===== config.mk =====
export PLATFORM = sky130hd
export DESIGN_NAME = max_keyboard_flat
export DESIGN_NICKNAME = d
export VERILOG_FILES = /design/src/rtl/max_keyboard_pkg.sv /design/src/rtl/max_keyboard_if.sv /design/src/rtl/max_keyboard_ps2_rx.sv /design/src/rtl/max_keyboard.sv /design/src/flat_wrapper.sv
export SDC_FILE = /design/constraint.sdc
export NUM_CORES = 1
export LEC_CHECK = 0
export ABC_AREA = 1
export BUFFER_PORTS_ARGS = -buffer_cell sky130_fd_sc_hd__clkbuf_2
export CORE_UTILIZATION = 54
export DETAILED_ROUTE_END_ITERATION = 10
export PLACE_DENSITY = 0.8
export SYNTH_ARGS = -nofsm -noshare
export SYNTH_HDL_FRONTEND = slang
export SYNTH_SLANG_ARGS = --single-unit

===== constraint.sdc =====
create_clock -name clk -period 2.4 [get_ports clk]
set_input_delay 0 -clock clk [delete_from_list [all_inputs] [get_ports clk]]
set_output_delay 0 -clock clk [all_outputs]
set_load 0.1 [all_outputs]

===== src/rtl/max_keyboard_pkg.sv =====
// Shared types, prefix bytes and the PS/2 set-2 to C64 matrix map.
package max_kbd_pkg;

  typedef enum logic [1:0] {
    RX_IDLE,
    RX_DATA,
    RX_PARITY,
    RX_STOP
  } rx_state_t;

  localparam logic [7:0] KC_F0 = 8'hF0;
  localparam logic [7:0] KC_E0 = 8'hE0;
  localparam logic [7:0] KC_E1 = 8'hE1;

  // Matrix entry: {hit, col[2:0], row[2:0]}; col is the PA bit, row the PB bit.
  function automatic logic [6:0] km(input int unsigned c, input int unsigned r);
    return {1'b1, 3'(c), 3'(r)};
  endfunction

  // Keyboard acknowledges, self-test results and overrun bytes.
  function automatic logic is_ignored(input logic [7:0] b);
    return (b == 8'hFA) || (b == 8'hAA) || (b == 8'hEE) ||
           (b == 8'hFE) || (b == 8'h00) || (b == 8'hFF);
  endfunction

  // E0 12 / E0 59 (fake shifts) fall through to the miss default.
  function automatic logic [6:0] kbd_lookup(input logic ext, input logic [7:0] b);
    logic [6:0] m;
    m = '0;
    if (ext) begin
      case (b)
        8'h71: m = km(0, 0); 8'h5A: m = km(0, 1);
        8'h74: m = km(0, 2); 8'h72: m = km(0, 7);
        8'h6C: m = km(6, 3); 8'h14: m = km(7, 2);
        8'h11: m = km(7, 5);
        default: m = '0;
      endcase
    end else begin
      case (b)
        8'h66: m = km(0, 0); 8'h5A: m = km(0, 1); 8'h83: m = km(0, 3);
        8'h05: m = km(0, 4); 8'h04: m = km(0, 5); 8'h03: m = km(0, 6);
        8'h26: m = km(1, 0); 8'h1D: m = km(1, 1); 8'h1C: m = km(1, 2);
        8'h25: m = km(1, 3); 8'h1A: m = km(1, 4); 8'h1B: m = km(1, 5);
        8'h24: m = km(1, 6); 8'h12: m = km(1, 7);
        8'h2E: m = km(2, 0); 8'h2D: m = km(2, 1); 8'h23: m = km(2, 2);
        8'h36: m = km(2, 3); 8'h21: m = km(2, 4); 8'h2B: m = km(2, 5);
        8'h2C: m = km(2, 6); 8'h22: m = km(2, 7);
        8'h3D: m = km(3, 0); 8'h35: m = km(3, 1); 8'h34: m = km(3, 2);
        8'h3E: m = km(3, 3); 8'h32: m = km(3, 4); 8'h33: m = km(3, 5);
        8'h3C: m = km(3, 6); 8'h2A: m = km(3, 7);
        8'h46: m = km(4, 0); 8'h43: m = km(4, 1); 8'h3B: m = km(4, 2);
        8'h45: m = km(4, 3); 8'h3A: m = km(4, 4); 8'h42: m = km(4, 5);
        8'h44: m = km(4, 6); 8'h31: m = km(4, 7);
        8'h4E: m = km(5, 0); 8'h4D: m = km(5, 1); 8'h4B: m = km(5, 2);
        8'h55: m = km(5, 3); 8'h49: m = km(5, 4); 8'h4C: m = km(5, 5);
        8'h54: m = km(5, 6); 8'h41: m = km(5, 7);
        8'h5D: m = km(6, 0); 8'h5B: m = km(6, 1); 8'h52: m = km(6, 2);
        8'h59: m = km(6, 4); 8'h4A: m = km(6, 7);
        8'h16: m = km(7, 0); 8'h14: m = km(7, 2); 8'h1E: m = km(7, 3);
        8'h29: m = km(7, 4); 8'h11: m = km(7, 5); 8'h15: m = km(7, 6);
        8'h76: m = km(7, 7);
        default: m = '0;
      endcase
    end
    return m;
  endfunction

endpackage


===== src/rtl/max_keyboard_if.sv =====
// CIA port pins plus the receiver status seen by the rest of the core.
interface max_keyboard_if;
  logic [7:0] pao_i;
  logic [7:0] pbo_i;
  logic [7:0] pai_o;
  logic [7:0] pbi_o;
  logic [7:0] code;
  logic       code_valid;
  logic       frame_err;

  modport master (output pao_i, pbo_i, input pai_o, pbi_o, code, code_valid, frame_err);
  modport slave  (input pao_i, pbo_i, output pai_o, pbi_o, code, code_valid, frame_err);
endinterface


===== src/rtl/max_keyboard_ps2_rx.sv =====
// PS/2 byte receiver: synchroniser, clock glitch filter, frame FSM, timeout.
module ps2_rx
  import max_kbd_pkg::*;
#(
  parameter int unsigned FILTER_LEN     = 8,
  parameter int unsigned TIMEOUT_CYCLES = 65536
) (
  input  logic       clk,
  input  logic       reset,
  input  logic       i_ps2_clk,
  input  logic       i_ps2_data,
  output logic [7:0] o_code,
  output logic       o_code_valid,
  output logic       o_frame_err
);

  localparam int unsigned FW = $clog2(FILTER_LEN + 1);
  localparam int unsigned TW = $clog2(TIMEOUT_CYCLES + 1);

  logic          r_clk_meta, r_clk_sync, r_dat_meta, r_dat_sync;
  logic          r_filt, r_filt_d;
  logic [FW-1:0] r_fcnt;
  logic [TW-1:0] r_tocnt;
  rx_state_t     r_state, w_state;
  logic [7:0]    r_shift, w_shift, r_code, w_code;
  logic [2:0]    r_bitcnt, w_bitcnt;
  logic          r_par_ok, w_par_ok, r_valid, w_valid, r_err, w_err;
  logic          w_fall, w_edge, w_timeout;

  assign w_fall    = r_filt_d & ~r_filt;
  assign w_edge    = r_filt_d ^ r_filt;
  assign w_timeout = (r_state != RX_IDLE) && (r_tocnt == TW'(TIMEOUT_CYCLES));

  // Two-stage synchronisers; idle PS/2 lines are high.
  always_ff @(posedge clk) begin
    if (reset) begin
      {r_clk_meta, r_clk_sync, r_dat_meta, r_dat_sync} <= '1;
    end else begin
      r_clk_meta <= i_ps2_clk;  r_clk_sync <= r_clk_meta;
      r_dat_meta <= i_ps2_data; r_dat_sync <= r_dat_meta;
    end
  end

  // Filtered clock flips only after FILTER_LEN consecutive differing samples.
  always_ff @(posedge clk) begin
    if (reset) begin
      r_filt   <= 1'b1;
      r_filt_d <= 1'b1;
      r_fcnt   <= '0;
    end else begin
      r_filt_d <= r_filt;
      if (r_clk_sync != r_filt) begin
        if (r_fcnt == FW'(FILTER_LEN - 1)) begin
          r_filt <= r_clk_sync;
          r_fcnt <= '0;
        end else begin
          r_fcnt <= r_fcnt + 1'b1;
        end
      end else begin
        r_fcnt <= '0;
      end
    end
  end

  // Idle-time counter, cleared by any filtered clock edge or while idle.
  always_ff @(posedge clk) begin
    if (reset || w_edge || (r_state == RX_IDLE)) r_tocnt <= '0;
    else if (!w_timeout)                          r_tocnt <= r_tocnt + 1'b1;
  end

  // Frame FSM state and output registers.
  always_ff @(posedge clk) begin
    if (reset) begin
      r_state  <= RX_IDLE;
      r_shift  <= '0;
      r_bitcnt <= '0;
      r_par_ok <= 1'b0;
      r_code   <= '0;
      r_valid  <= 1'b0;
      r_err    <= 1'b0;
    end else begin
      r_state  <= w_state;
      r_shift  <= w_shift;
      r_bitcnt <= w_bitcnt;
      r_par_ok <= w_par_ok;
      r_code   <= w_code;
      r_valid  <= w_valid;
      r_err    <= w_err;
    end
  end

  // Next state: one step per filtered falling edge, timeout wins when idle-stalled.
  always_comb begin
    w_state  = r_state;
    w_shift  = r_shift;
    w_bitcnt = r_bitcnt;
    w_par_ok = r_par_ok;
    w_code   = r_code;
    w_valid  = 1'b0;
    w_err    = 1'b0;
    if (w_timeout) begin
      w_state = RX_IDLE;
      w_err   = 1'b1;
    end else if (w_fall) begin
      case (r_state)
        RX_IDLE: if (!r_dat_sync) begin
          w_state  = RX_DATA;
          w_bitcnt = '0;
        end
        RX_DATA: begin
          w_shift  = {r_dat_sync, r_shift[7:1]};
          w_bitcnt = r_bitcnt + 1'b1;
          if (r_bitcnt == 3'd7) w_state = RX_PARITY;
        end
        RX_PARITY: begin
          w_par_ok = ^{r_shift, r_dat_sync};
          w_state  = RX_STOP;
        end
        RX_STOP: begin
          if (r_dat_sync && r_par_ok) begin
            w_valid = 1'b1;
            w_code  = r_shift;
          end else begin
            w_err = 1'b1;
          end
          w_state = RX_IDLE;
        end
        default: w_state = RX_IDLE;
      endcase
    end
  end

  assign o_code       = r_code;
  assign o_code_valid = r_valid;
  assign o_frame_err  = r_err;

endmodule


===== src/rtl/max_keyboard.sv =====
// PS/2 keyboard to C64/MAX 8x8 matrix, scanned through the CIA port pins.
module max_keyboard
  import max_kbd_pkg::*;
#(
  parameter int unsigned FILTER_LEN     = 8,
  parameter int unsigned TIMEOUT_CYCLES = 65536
) (
  input  logic          clk,
  input  logic          reset,
  input  logic          ps2_kbd_clk,
  input  logic          ps2_kbd_data,
  max_keyboard_if.slave bus
);

  logic [7:0]      w_code;
  logic            w_code_valid, w_frame_err;
  logic [6:0]      w_lk;
  logic [7:0][7:0] r_key;   // [col][row]
  logic            r_brk, r_ext;
  logic [2:0]      r_skip;
  logic [7:0]      w_pai, w_pbi, r_pai, r_pbi;

  ps2_rx #(
    .FILTER_LEN    (FILTER_LEN),
    .TIMEOUT_CYCLES(TIMEOUT_CYCLES)
  ) u_rx (
    .clk         (clk),
    .reset       (reset),
    .i_ps2_clk   (ps2_kbd_clk),
    .i_ps2_data  (ps2_kbd_data),
    .o_code      (w_code),
    .o_code_valid(w_code_valid),
    .o_frame_err (w_frame_err)
  );

  assign w_lk = kbd_lookup(r_ext, w_code);

  // Prefix tracking and matrix write for each accepted byte.
  always_ff @(posedge clk) begin
    if (reset) begin
      r_key  <= '0;
      r_brk  <= 1'b0;
      r_ext  <= 1'b0;
      r_skip <= '0;
    end else if (w_code_valid) begin
      if (r_skip != 3'd0)         r_skip <= r_skip - 1'b1;
      else if (w_code == KC_E1)   r_skip <= 3'd7;
      else if (w_code == KC_F0)   r_brk  <= 1'b1;
      else if (w_code == KC_E0)   r_ext  <= 1'b1;
      else if (!is_ignored(w_code)) begin
        if (w_lk[6]) r_key[w_lk[5:3]][w_lk[2:0]] <= ~r_brk;
        r_brk <= 1'b0;
        r_ext <= 1'b0;
      end
    end
  end

  // Passive matrix: a closed key pulls its row/column low when the other side is driven.
  always_comb begin
    w_pai = '1;
    w_pbi = '1;
    for (int unsigned c = 0; c < 8; c++) begin
      for (int unsigned r = 0; r < 8; r++) begin
        if (r_key[c][r] && !bus.pao_i[c]) w_pbi[r] = 1'b0;
        if (r_key[c][r] && !bus.pbo_i[r]) w_pai[c] = 1'b0;
      end
    end
  end

  // Registered scan outputs.
  always_ff @(posedge clk) begin
    if (reset) begin
      r_pai <= '1;
      r_pbi <= '1;
    end else begin
      r_pai <= w_pai;
      r_pbi <= w_pbi;
    end
  end

  assign bus.pai_o      = r_pai;
  assign bus.pbi_o      = r_pbi;
  assign bus.code       = w_code;
  assign bus.code_valid = w_code_valid;
  assign bus.frame_err  = w_frame_err;

endmodule


===== src/flat_wrapper.sv =====
// flat-port wrapper written by rule: the top's interface ports become plain ports
module max_keyboard_flat import max_kbd_pkg::*;
#(
  parameter int unsigned FILTER_LEN     = 8,
  parameter int unsigned TIMEOUT_CYCLES = 65536
)
  (clk, reset, ps2_kbd_clk, ps2_kbd_data, bus_pao_i, bus_pbo_i, bus_pai_o, bus_pbi_o, bus_code, bus_code_valid, bus_frame_err);
  max_keyboard_if bus_i ();
  input  logic clk;
  input  logic reset;
  input  logic ps2_kbd_clk;
  input  logic ps2_kbd_data;
  input wire logic [$bits(bus_i.pao_i)-1:0] bus_pao_i;
  input wire logic [$bits(bus_i.pbo_i)-1:0] bus_pbo_i;
  output wire logic [$bits(bus_i.pai_o)-1:0] bus_pai_o;
  output wire logic [$bits(bus_i.pbi_o)-1:0] bus_pbi_o;
  output wire logic [$bits(bus_i.code)-1:0] bus_code;
  output wire logic [$bits(bus_i.code_valid)-1:0] bus_code_valid;
  output wire logic [$bits(bus_i.frame_err)-1:0] bus_frame_err;
  assign bus_i.pao_i = bus_pao_i;
  assign bus_i.pbo_i = bus_pbo_i;
  assign bus_pai_o = bus_i.pai_o;
  assign bus_pbi_o = bus_i.pbi_o;
  assign bus_code = bus_i.code;
  assign bus_code_valid = bus_i.code_valid;
  assign bus_frame_err = bus_i.frame_err;
  max_keyboard #(.FILTER_LEN(FILTER_LEN), .TIMEOUT_CYCLES(TIMEOUT_CYCLES)) u_core (.clk(clk), .reset(reset), .ps2_kbd_clk(ps2_kbd_clk), .ps2_kbd_data(ps2_kbd_data), .bus(bus_i));
endmodule

==> impl_metrics.ini <==
[drt]
drt_drc_violations_left = 0
routedLengthMet1_mm = 9.98
maxUsedRoutingLayer = met4
drt-total-wl_mm = 25.2
drtIter0Drc = 834
drt_pre_antenna_iters = 8
num_vias = 8601
dr_wl_met3_mm = 1.87
ant_nets = 0
wire_per_inst_um = 16.8
dr_wl_met2_mm = 12.1
vias_per_cell = 5.74

[floorplanning]
die_area_sq_um = 15000
initial_utilization_pct = 55.9
die_h_um = 122
coreArea_sq_um = 14000
ios = 46
die_w_um = 122
rows = 43

[final_layout]
area_delta_synth_final_pct = 29.6
layout-drive-gt1-share_pct = 24.2
layout.nets = 1349
antenna_cells = 0
final_util_pct = 72.5

[synthesis]
postSynthCellCount = 1172
synth_top_area_share_pct = 36.6
yosys.cell_types.count = 44
synthFlopType = dfxtp_1
synth.most_common_cell = nand2_1
synthArstFlopShare_pct = 0
synthesis.area_sq_um = 7820
synth.top_cells.by_area = dfxtp_1, nand2_1, nand3_1, nor2_1, inv_1
synthTopCellsByCount = nand2_1, dfxtp_1, nor2_1, inv_1, nand3_1
synthesis.yosys.warnings = 0
synth_nets = 1214
ys_seq_area_share_pct = 36.6
synth_top_area_cell = dfxtp_1
syn_avg_cell_area_sq_um = 6.68
synth_edf_count = 0
ys_ff_latch = 143

[timing]
worst_clock_skew_ps = 7.79
slew_headroom_pct = 44.8
setup_viol = 1
grt_setup_unrepaired = true
final_hold_viol_count = 0
tightestPinTransition_ps = 827
period_share_pct = 101
finalMaxSlewViolations = 0
max_freq_ghz = 0.414
post-route-min-period_ps = 2410
fin_ws_ps = -12.7

[grt]
track_usage_pct = 32.7
grt_max_degree = 49
grt_pass1_wl_mm = 38.3
grt_pass1_vias = 7797
antenna_found_initial = 0
grt_overflow_total = 0

[clocking]
cts_tree = built
clock-sinks = 143
clkTransAtPathRegs_ps = 60
insertion_delay_ps = 420
clock_path_buffers = 2
cts_root_buf = clkbuf_16
cts_max_level = 4
cts_buffers = 17

[hold_path]
hold_path_depth = 3
worstHoldPathType = in2reg

[placed_design]
dp.final_hpwl_mm = 16.9
place_congestion = 1.01
port_buffers = 45

[critical_path]
endpoint_kind = flop
path_max_fanout = 5
crit_required_ps = 2760
startpoint = u_core.u_rx.r_tocnt[1]$_SDFFE_PP0N_
regToRegStartpoint = u_core.u_rx.r_tocnt[1]$_SDFFE_PP0N_
r2r_cells = 18
rrSetupSlack_ps = -10
crit_type = reg2reg
arrival_ps = 2770
startpoint_type = flop

[outcome]
violations = setup timing
status = finished with violations

[job]
cap_viol_max_count = 0

[pwr]
total_power_w = 0.00542
p_per_area_nw_per_um2 = 534
leakage_nw = 4.36
vdd_drop_max_uv = 520
what timing repair did:
item	in CTS	in global routing
hold endpoints to repair	9	0
setup endpoints to repair	7	70
cloned	0	1
hold buffers	9	0
pin swaps	7	37
buffers inserted	2	23
resized for setup	33	107
report_power, final:
| group | internal [W] | switching [W] |
|---|---|---|
| clock | 0.00187 | 0.00103 |
| sequential | 0.00238 | 0.00000163 |
| combinational | 0.0000429 | 0.0000984 |
| total | 0.00429 | 0.00113 |
how the worst min path moves through the flow:
stage                            start                           endpoint  slack (ps)
final                     bus_pao_i[7]     u_core.bus.pbi_o[2]$_SDFF_PP1_          30
after global routing             reset  u_core.u_rx.r_par_ok$_SDFFE_PP0P_          30
after CTS                 bus_pao_i[7]     u_core.bus.pbi_o[2]$_SDFF_PP1_           3
after detailed placement  ps2_kbd_data  u_core.u_rx.r_dat_meta$_SDFF_PP1_         190
after global placement     ps2_kbd_clk  u_core.u_rx.r_clk_meta$_SDFF_PP1_         180
after floorplan            ps2_kbd_clk  u_core.u_rx.r_clk_meta$_SDFF_PP1_         100
state kept, by name (all words and copies together), names as in the netlist, named ones only:
signal and flops:
u_core.u_rx.r_fcnt 4, u_core.r_brk 1, u_core.u_rx.r_state 2, u_core.r_ext 1
u_core.bus.pbi_o 8, u_core.u_rx.r_filt 1, u_core.r_key 64, u_core.u_rx.r_clk_sync 1
u_core.u_rx.r_dat_sync 1, u_core.u_rx.r_clk_meta 1, u_core.r_skip 3, u_core.u_rx.r_dat_meta 1
u_core.u_rx.o_code 8, u_core.u_rx.o_code_valid 1, u_core.u_rx.r_bitcnt 3, u_core.bus.pai_o 8
u_core.u_rx.r_filt_d 1, u_core.u_rx.o_frame_err 1, u_core.u_rx.r_shift 8, u_core.u_rx.r_par_ok 1
u_core.u_rx.r_tocnt 17
critical path, stage by stage, from the launching register on:
cell	delay (ps)
dfxtp_1	310
inv_1	100
ha_2	240
nand3_4	110
nor2_4	140
nand2_4	110
buf_6	150
nand3_1	80
nand2_2	80
nand2_4	120
ha_2	230
inv_2	50
nor2_4	120
nand2_1	70
nand3_1	100
nand3_1	100
nand2_1	80
nand2_1	60
a21oi_2	110
layer usage:
metal / global-route usage, % / up-vias
met5: 0 / -
met4: 15.8 / 0
met3: 6.55 / 115
met2: 55.4 / 457
met1: 39.3 / 3913
li1: - / 4116
placed cells by master (no fill, tap or decap), types with 6 or more instances in the layout:
cell type / Yosys / final
nor2_1: 143 / 131
nand2_4: 0 / 6
o2111ai_1: 8 / 8
ha_1: 22 / 10
nor3_1: 26 / 22
dfxtp_1: 143 / 132
inv_2: 15 / 16
nand3_2: 5 / 9
nand2_2: 2 / 20
nand4_1: 7 / 7
nand2_1: 254 / 229
dfxtp_2: 0 / 10
a21oi_1: 93 / 88
nand3_4: 1 / 8
nor2_2: 5 / 9
ha_4: 0 / 6
a221oi_1: 12 / 12
o22ai_1: 20 / 20
clkbuf_2: 0 / 45
nor2_4: 2 / 10
inv_1: 138 / 127
clkbuf_16: 0 / 17
o21ai_0: 61 / 56
nand3_1: 110 / 99
buf_4: 10 / 99
o21ai_1: 8 / 11
nor3_2: 3 / 6
buf_6: 0 / 7
ha_2: 0 / 6
dlygate4sd3_1: 0 / 9
stage by stage:
| stage | area [sq um] | hold slack [ps] | worst slack [ps] | setup TNS (ps) | cells |
|---|---|---|---|---|---|
| after global placement | 8700 | 184 | -182 | -919 | 1433 |
| after CTS | 9550 | 2.82 | -13.9 | -17.8 | 1475 |
| after detailed placement | 8700 | 188 | -234 | -1290 | 1433 |
| after floorplan | 7850 | 104 | 6.81 | 0 | 1172 |
| final | 10100 | 33.5 | -12.7 | -12.7 | 1499 |
| after global routing | 10100 | 33.4 | -150 | -4830 | 1499 |
cell type report:
cell class	instances	area, sq um
well taps	180	225
repair inverters	1	5.00
clock inverters	10	185
repair buffers	163	1190
multi-input cells	828	4590
flip-flops and latches	143	2880
inverters	153	614
clock buffers	21	450
fillers	1066	3850
logic make-up after synthesis:
kind of cell	after synthesis	share of synthesized area, %
fa+ha+maj	22	3.52
mux	1	0.128
buf+inv	201	10.4
xor+xnor	10	1.12
flops	143	36.6
simple gates	569	31.5
compound gates	226	16.7
Power figures use the tool's default switching activity.
